$ cat config.mk
export PLATFORM = sky130hd
export DESIGN_NAME = led_pattern_arbiter
export DESIGN_NICKNAME = d
export VERILOG_FILES = /design/src/rtl/led_arb_pkg.sv /design/src/rtl/led_tick_gen.sv /design/src/rtl/led_pattern_arbiter.sv
export SDC_FILE = /design/constraint.sdc
export NUM_CORES = 1
export LEC_CHECK = 0
export CELL_PAD_IN_SITES_DETAIL_PLACEMENT = 0
export CELL_PAD_IN_SITES_GLOBAL_PLACEMENT = 1
export CORE_UTILIZATION = 25
export DETAILED_ROUTE_END_ITERATION = 7
export GPL_TIMING_DRIVEN = 0
export PLACE_DENSITY = 0.45
export SLEW_MARGIN = 40
export SYNTH_ARGS = -nofsm -noshare
export SYNTH_HDL_FRONTEND = slang
export SYNTH_SLANG_ARGS = --single-unit
$ cat constraint.sdc
create_clock -name clk -period 5.8 [get_ports clk]
set_clock_uncertainty 0.05 [all_clocks]
set_input_delay 1.16 -clock clk [delete_from_list [all_inputs] [get_ports clk]]
set_output_delay 1.16 -clock clk [all_outputs]
set_load 0.005 [all_outputs]
$ cat src/rtl/led_arb_pkg.sv
// Shared definitions for the status-LED arbiter: pattern codes, FSM states
// and the owner one-hot helper.
package led_arb_pkg;

  localparam int MAX_REQ = 8;

  localparam logic [1:0] PAT_OFF   = 2'b00;
  localparam logic [1:0] PAT_SOLID = 2'b01;
  localparam logic [1:0] PAT_SLOW  = 2'b10;
  localparam logic [1:0] PAT_FAST  = 2'b11;

  typedef enum logic [1:0] {
    IDLE,
    SHOW,
    GAP
  } state_t;

  // Callers truncate the result to their own requester count.
  function automatic logic [MAX_REQ-1:0] one_hot(input logic [2:0] idx);
    return MAX_REQ'(1) << idx;
  endfunction

endpackage

$ cat src/rtl/led_tick_gen.sv
// Tick prescaler: one-cycle tick every TICK_DIV clocks, restarted by a
// synchronous clear so the first tick lands exactly TICK_DIV cycles after it.
module led_tick_gen #(
  parameter int TICK_DIV = 250000
) (
  input  logic clk,
  input  logic rst_n,
  input  logic clr,
  output logic tick
);

  localparam int CNT_W = $clog2(TICK_DIV) + 1;

  logic [CNT_W-1:0] cnt_q;

  // Not gated by clr: the FSM derives clr from tick, so gating would form a loop.
  assign tick = (cnt_q == CNT_W'(TICK_DIV - 1));

  // NOTE: sequential state uses non-blocking assignments and an async active-low
  // reset, so every register samples the pre-edge values of its neighbours.
  always_ff @(posedge clk or negedge rst_n) begin
    if (!rst_n) begin
      cnt_q <= '0;
    end else if (clr || tick) begin
      cnt_q <= '0;
    end else begin
      cnt_q <= cnt_q + 1'b1;
    end
  end

endmodule

$ cat src/rtl/led_pattern_arbiter.sv
// Shares one status LED between N_REQ requesters with a minimum hold window and
// a dark gap between owners. Define LED_ARB_RR_EN for round-robin arbitration.
module led_pattern_arbiter
  import led_arb_pkg::*;
#(
  parameter int N_REQ      = 4,
  parameter int TICK_DIV   = 250000,
  parameter int HOLD_TICKS = 100,
  parameter int GAP_TICKS  = 10,
  parameter int SLOW_HALF  = 50,
  parameter int FAST_HALF  = 10
) (
  input  logic               clk,
  input  logic               rst_n,
  input  logic [N_REQ-1:0]   req,
  input  logic [2*N_REQ-1:0] pat,
  output logic [N_REQ-1:0]   gnt,
  output logic               busy,
  output logic               led
);

  localparam int IDX_W    = $clog2(N_REQ);
  localparam int HOLD_W   = $clog2(HOLD_TICKS) + 1;
  localparam int GAP_W    = $clog2(GAP_TICKS) + 1;
  localparam int MAX_HALF = (SLOW_HALF > FAST_HALF) ? SLOW_HALF : FAST_HALF;
  localparam int PH_W     = $clog2(MAX_HALF) + 1;

  state_t            state_q, state_d;
  logic              enter, grant, tick, tick_clr;
  logic [IDX_W-1:0]  owner_q, win_idx;
  logic              win_vld;
  logic [1:0]        pat_q;
  logic [HOLD_W-1:0] hold_q;
  logic [GAP_W-1:0]  gap_q;
  logic [PH_W-1:0]   phase_q, phase_max;
  logic              blink_q;
  logic [N_REQ-1:0]  owner_oh;
  logic              others_req, hold_last, gap_last, phase_last, led_d;

`ifdef LED_ARB_RR_EN
  logic [IDX_W-1:0] rr_q, cand;

  // Reverse scan so the candidate nearest the pointer is assigned last and wins.
  always_comb begin
    win_idx = '0;
    win_vld = 1'b0;
    cand    = '0;
    for (int i = N_REQ - 1; i >= 0; i--) begin
      cand = IDX_W'((int'(rr_q) + i) % N_REQ);
      if (req[cand]) begin
        win_idx = cand;
        win_vld = 1'b1;
      end
    end
  end

  always_ff @(posedge clk or negedge rst_n) begin
    if (!rst_n) begin
      rr_q <= '0;
    end else if (grant) begin
      rr_q <= (int'(win_idx) == N_REQ - 1) ? '0 : win_idx + 1'b1;
    end
  end
`else
  always_comb begin
    win_idx = '0;
    win_vld = 1'b0;
    for (int i = N_REQ - 1; i >= 0; i--) begin
      if (req[i]) begin
        win_idx = IDX_W'(i);
        win_vld = 1'b1;
      end
    end
  end
`endif

  assign owner_oh   = N_REQ'(one_hot(3'(owner_q)));
  assign others_req = |(req & ~owner_oh);
  assign hold_last  = (hold_q == HOLD_W'(HOLD_TICKS - 1));
  assign gap_last   = (gap_q == GAP_W'(GAP_TICKS - 1));
  assign phase_max  = (pat_q == PAT_SLOW) ? PH_W'(SLOW_HALF - 1) : PH_W'(FAST_HALF - 1);
  assign phase_last = (phase_q == phase_max);
  assign tick_clr   = enter || (state_q == IDLE);

  // NOTE: every always_comb output gets a default first, so no path can infer a latch.
  always_comb begin
    state_d = state_q;
    enter   = 1'b0;
    grant   = 1'b0;
    case (state_q)
      IDLE: begin
        if (win_vld) begin
          state_d = SHOW;
          enter   = 1'b1;
          grant   = 1'b1;
        end
      end
      SHOW: begin
        if (tick && hold_last) begin
          enter = 1'b1;
          if (others_req) begin
            state_d = GAP;
          end else if (req[owner_q]) begin
            grant = 1'b1;  // sole requester is the owner, so win_idx == owner_q
          end else begin
            state_d = IDLE;
          end
        end
      end
      GAP: begin
        if (tick && gap_last) begin
          enter = 1'b1;
          if (win_vld) begin
            state_d = SHOW;
            grant   = 1'b1;
          end else begin
            state_d = IDLE;
          end
        end
      end
      default: state_d = IDLE;
    endcase
  end

  always_comb begin
    led_d = 1'b0;
    case (pat_q)
      PAT_OFF:   led_d = 1'b0;
      PAT_SOLID: led_d = 1'b1;
      default:   led_d = blink_q;
    endcase
  end

  led_tick_gen #(
    .TICK_DIV(TICK_DIV)
  ) u_tick (
    .clk  (clk),
    .rst_n(rst_n),
    .clr  (tick_clr),
    .tick (tick)
  );

  // Every state entry (SHOW restart included) zeroes the counters and starts
  // the blink phase lit.
  always_ff @(posedge clk or negedge rst_n) begin
    if (!rst_n) begin
      state_q <= IDLE;
      owner_q <= '0;
      pat_q   <= PAT_OFF;
      hold_q  <= '0;
      gap_q   <= '0;
      phase_q <= '0;
      blink_q <= 1'b0;
    end else begin
      state_q <= state_d;
      if (grant) begin
        owner_q <= win_idx;
        pat_q   <= pat[{win_idx, 1'b0} +: 2];
      end
      if (enter) begin
        hold_q  <= '0;
        gap_q   <= '0;
        phase_q <= '0;
        blink_q <= 1'b1;
      end else if (tick) begin
        if (state_q == SHOW) begin
          hold_q <= hold_q + 1'b1;
          if (phase_last) begin
            phase_q <= '0;
            blink_q <= ~blink_q;
          end else begin
            phase_q <= phase_q + 1'b1;
          end
        end
        if (state_q == GAP) begin
          gap_q <= gap_q + 1'b1;
        end
      end
    end
  end

  always_ff @(posedge clk or negedge rst_n) begin
    if (!rst_n) begin
      gnt  <= '0;
      busy <= 1'b0;
      led  <= 1'b0;
    end else begin
      gnt  <= (state_q == SHOW) ? owner_oh : '0;
      busy <= (state_q != IDLE);
      led  <= (state_q == SHOW) && led_d;
    end
  end

endmodule

After elaboration in Yosys (flattened, before gate mapping)
Cells that the tools add are included.

word-level totals
  bits in registers = 52
  output and inout port bits = 6

cells by class
  shifts and indexed selects = 2
  muxes and demuxes = 44
  reduce and logical (&&, ||, !) cells = 17
  $add $sub $neg = 4
  bitwise operators = 3
  eq/ne operators = 12
  $lt $le $gt $ge = 1

operators with widths
  operator                                                           count
  7-bit 2-to-1 mux                                                   4
  8-bit 2-to-1 mux                                                   3
  19-bit by 1-bit adder with 19-bit output, second input constant    1
  19-bit by 18-bit == test with 1-bit output, second input constant  1
  19-bit 2-to-1 mux                                                  1
  2-bit 2-to-1 mux                                                   9
  1-bit 2-to-1 mux                                                   17
  5-bit 2-to-1 mux                                                   3
  2-bit nonzero test                                                 5
  8-bit by 1-bit adder with 8-bit output, second input constant      1
  8-bit by 7-bit == test with 1-bit output, second input constant    1
  8-bit by 4-bit variable part select with 2-bit output              1
  7-bit by 1-bit adder with 7-bit output, second input constant      1
  7-bit by 6-bit == test with 1-bit output                           1
  6-bit 2-to-1 mux                                                   1
  2-bit inequality test, second input constant                       3
  1-bit case mux with 3 select lines                                 2
  2-bit case mux with 3 select lines                                 1
  5-bit by 1-bit adder with 5-bit output, second input constant      1
  5-bit by 4-bit == test with 1-bit output, second input constant    1
  4-bit bitwise AND                                                  1
  2-bit by 1-bit == test with 1-bit output, second input constant    2
  2-bit == test, second input constant                               2
  2-bit zero test                                                    2
  14 further kinds                                                   18

Longest topological paths before layout
  depth after elaboration = 9
  mapped depth = 9
  mapped depth without buffers = 7

Hierarchy
A second synthesis with hierarchy kept.

unflattened totals
  cells, all modules = 281
  area, all modules = 2762.6 sq um

by module, submodules not included
  module               area each (sq um)  sequential area each (sq um)  cells an instance  times used
  led_pattern_arbiter  1781.7             825.8                         184                1
  led_tick_gen         980.9              475.5                         97                 1

Worst setup path after synthesis
OpenSTA, ideal clock, no wires.

  kind = input port to flip-flop
  start point = input req[3]
  end point = register pat_q[0]
  arrival time = 2.469 ns
  slack = 3.156 ns
  required time = 5.625 ns
  cell stages on the path = 5
  path buffers = 0
  library setup time = 0.125 ns
  cell sequence = mux2_4 -> or4_4 -> a21oi_4 -> a32oi_4 -> mux2_4

between the ends
  longest elaborated chain between the ends = 7

ends and longest elaborated chain
  item                                line                                                   RTL
  from (decl)                         led_pattern_arbiter.sv:15                              input logic [N_REQ-1:0] req,
  1-bit 2-to-1 mux (4 in series)      led_pattern_arbiter.sv:69                              if (req[i]) begin
  1-bit 2-to-1 mux                    led_pattern_arbiter.sv:92, led_pattern_arbiter.sv:113
  1-bit 2-to-1 mux                    led_pattern_arbiter.sv:111                             if (tick && gap_last) begin
  1-bit case mux with 3 select lines  led_pattern_arbiter.sv:90                              case (state_q)
  to (signal assigned)                led_pattern_arbiter.sv:158                             pat_q <= pat[{win_idx, 1'b0} +: 2];
  to (decl)                           led_pattern_arbiter.sv:32                              logic [1:0] pat_q;

Parallel ways exist; a longest one is shown, timed or not. The select of a mux whose other input is x is not followed.
A chain may end at the register's enable or synchronous reset.

Worst setup path after layout
  start point = input req[0]
  end point = register gap_q[4]

between the ends
  longest elaborated chain between the ends = 5

ends and longest elaborated chain
  item                                  line                        RTL
  1-bit 2-to-1 mux *                    led_pattern_arbiter.sv:69
  1-bit 2-to-1 mux *                    led_pattern_arbiter.sv:92   if (win_vld) begin
  1-bit case mux with 3 select lines *  led_pattern_arbiter.sv:90
  2-bit nonzero test (no source line)   -
  2-bit AND reduction (no source line)  -
  to (signal assigned)                  led_pattern_arbiter.sv:176  gap_q <= gap_q + 1'b1;
  to (decl)                             led_pattern_arbiter.sv:34   logic [GAP_W-1:0] gap_q;

Mark *: on every way between the ends. The rest lies on a longest branch, timed or not.

==> key figures <==
Clocking
  • TritonCTS Buffers: 5
  • CTS H-tree lvls: 2
  • Post-CTS Setup Bufs: 0
  • PostCTS Resize Cnt: 0
  • Clock latency at the later pin of the worst-skew pair: roughly 0.30 ns
  • Clk sinks: between 50 and 60
  • Clock Path Buffers: 2
  • Post-cts hold buffer count: 0
  • Root Driver: clkbuf_16
  • CTS tree: done
  • Clock transition at path regs: 0.07 ns

Finish
  • NumNets Final: about 340
  • Synth-to-Final Area Change: 18.3%
  • Multi-input gate area: 1540 sq um
  • Layout cell share with drive strength beyond 1: 11.3%
  • Sequential standard cell area: ~1300 sq um
  • Layout filler cell count: 1221
  • Antenna fix cells: 0
  • Post-Layout Cell Count: 463

Worst setup path
  • Worst-path maximum fanout: 10
  • Largest stage delay, worst path: between 0.6 and 0.7 ns
  • Worst r2r src: gap_q[1]
  • R2R depth: 8
  • Worst Setup SP: req[0]
  • Cell family with most CP delay: simple AND/OR/NAND/NOR gates
  • Slowest-stage cell, CP: nor4_1
  • CP Class: in2reg
  • R2R Setup Slk: 3.33 ns
  • Endpoint class of the critical path: flop
  • Crit-path cells: clkdlybuf4s50_1, nor4_1, nor3_1, a21oi_2, o21ai_1, buf_2, nor2_1
  • Worst path required time: 5.98 ns
  • WP buf/inv: 2
  • Data arrival, critical path: around 3.5 ns
  • Startpoint Class: input pin
  • FF-to-FF End: gap_q[4]

Detailed routing
  • Via density: 4.86
  • DRT iter0 DRCs: 86
  • DRT Pass-1 Iters: 4
  • Routed via count: 2251
  • Antenna viol nets, final: 0
  • Detailed Route WL: ~7000 um
  • WL/cell: 15.4 um
  • DRC errors left: 0

Placement
  • Dpl hpwl: 5110 um
  • Pre-CTS WS: ~2.1 ns
  • Cells after DPL: 455
  • IO Port Bufs: 19
  • Gpl congestion: just under 0.7

Logic synthesis
  • Synth Area in XOR/XNOR: 7.45%
  • Post-synthesis average cell area: about 10 sq um
  • Synth Area in Compound Gates: roughly 8.6%
  • Synth Area in Simple Gates: between 20% and 30%
  • Mapped Cells: around 300
  • Yosys reg bits: 52
  • Post-synth cell types: 52
  • Ys Warns: 0
  • Synthesized area: ~3000 sq um
  • Post-synth EDFFs: 0
  • Ys flop type: dfrtp_1
  • Mux cell area share after synthesis: 6.68%
  • Largest family of logic cells by synthesized area: simple AND/OR/NAND/NOR gates
  • Net Count, Synth: 312
  • Cell with the most instances after synthesis: dfrtp_1
  • Adder-cell share of the synthesized area: about 2.6%
  • Sequential area share after synthesis: between 40 and 50%
  • Yosys top cell by area: dfrtp_1
  • Ys async rst share: between 90% and 100%
  • Most frequent cells after synthesis: dfrtp_1 (52), nor2_1 (39), xnor2_1 (20), nand3_1 (17), nor3_1 (17)
  • Top cells by area, synth: dfrtp_1 (44%), xnor2_1 (6.0%), nor2_1 (5.0%)
  • Synth top area share: 44.3%

Pwr
  • Leakage: 1.40 nW
  • Total power: between 0.0009 and 0.001 W
  • Pwr Density: about 270 nW/um^2
  • Comb pwr share: about 20%
  • Power share of the clock group: about a third
  • Cell Int Power: 0.000682 W
  • Sw power: between 0.0002 and 0.0003 W
  • Sw Ratio: 28.6%
  • Maximum vdd drop: ~0.12 mV
  • Seq pwr share: 47.4%

Worst hold path
  • HP Start: u_tick.cnt_q[0]
  • Hold path cells: 1
  • Hold worst-path end: u_tick.cnt_q[0]
  • Worst hold path class: reg2reg

Global route
  • First-pass GRT wire length: 12500 um
  • Initial antenna violation count: 0
  • GRT Total Usage: 12.9%
  • GRT overflow: 0
  • Number of global-route vias before repair: ~2400
  • Largest net degree at the start of global routing: 33

STA
  • Final setup fails: 0
  • Min setup slack post-route: 2.44 ns
  • Worst-Margin Slew: 0.713 ns
  • Final setup TNS: 0 ns
  • Max-slew violations: 0
  • Fin. Hold Viols: 0
  • RSZ-0062 raised after global routing: false
  • Fmax: 0.298 GHz
  • Fin crit share: 57.9%
  • Slew Limit Headroom: just over 50%
  • Minimum clock period: ~3.4 ns

Floorplan
  • Die span in y: between 100 and 150 um
  • Die width: ~110 um
  • Die area: around 12000 sq um
  • Core area: ~11000 sq um
  • # IOs: 20
  • Cell Rows: 39
  • Starting density of the core: 25.7%

Run status
  • Outcome: completed

Flow run
  • Max Cap Violations: 0
==> registers in the layout, summed over array words and instances (netlist names) <==
signal,count
u_tick.cnt_q,19
hold_q,8
phase_q,7
gap_q,5
gnt,4
owner_q,2
pat_q,2
state_q,2
blink_q,1
busy,1
led,1
==> layout make-up <==
type	count	area share, %
repair buffers	20	5.98
multi-input cells	220	44.3
well taps	143	5.15
clock inverters	1	0.216
clock buffers	7	4.10
flip-flops and latches	52	37.4
inverters	9	0.972
plain buffers	11	1.84
==> kinds of logic (layout without fill, tap and decap cells) <==
group                    Yosys count  after routing
AND/OR/NAND/NOR                  140            140
flip-flops                        52             52
AO/OA/AOI/OAI                     35             35
XOR/XNOR                          25             25
buffers and inverters             20             48
multiplexers                      14             14
adder cells (fa/ha/maj)            6              6
==> power groups by stage <==
stage	combinational, W	clock, W	sequential, W
2_1_floorplan	0.000124	0	0.000451
3_3_place_gp	0.000195	0	0.000460
3_5_place_dp	0.000198	0	0.000461
4_1_cts	0.000199	0.000328	0.000453
5_1_grt	0.000218	0.000342	0.000461
6_report	0.000193	0.000309	0.000453
==> how the worst max path moves through the flow <==
stage / to / slack [ns] / cells after the start
6_report: gap_q[4] / 2.44 / 7
2_1_floorplan: pat_q[0] / 3.16 / 5
5_1_grt: gap_q[2] / 2.21 / 7
4_1_cts: gap_q[4] / 2.43 / 7
3_3_place_gp: gnt[3] / 1.67 / 1
3_5_place_dp: gap_q[4] / 2.13 / 7
==> metrics by stage <==
| stage | cell area [sq um] | utilization (%) | hold WS (ns) |
|---|---|---|---|
| floorplan | 2940 | - | 0.398 |
| global placement | 3310 | 29.0 | 0.431 |
| detailed placement | 3330 | 29.1 | 0.430 |
| CTS | 3480 | 30.4 | 0.439 |
| global route | 3480 | 30.4 | 0.459 |
| finish | 3480 | 30.4 | 0.439 |
==> layout by cell type, fill, tap and decap left out, types with 3 or more instances in the layout <==
master	n
nor2b_1	5
a21oi_1	7
ha_1	6
inv_1	9
xor2_1	5
clkdlybuf4s50_1	18
clkbuf_16	5
or3_1	4
mux2_4	3
nand2_1	16
xnor2_1	20
nand4b_1	3
and3_1	3
mux2i_1	8
nor4_1	10
nor2_1	39
buf_2	6
nand4_1	10
clkbuf_1	3
o21ai_0	9
dfrtp_1	52
nand3_1	17
nor3_1	17
o22ai_1	3
==> metal layers <==
| metal | routed length, um | track usage, % | part of all wire (%) | up-vias |
|---|---|---|---|---|
| met5 | 0 | 0 | 0 | - |
| met4 | 93 | 4.18 | 1.3 | 0 |
| met3 | 230 | 3.73 | 3.2 | 5 |
| met2 | 3190 | 19.3 | 45 | 16 |
| met1 | 3610 | 17.9 | 51 | 1125 |
| li1 | - | - | - | 1105 |
Note: power is estimated with default switching activity, not from simulation.
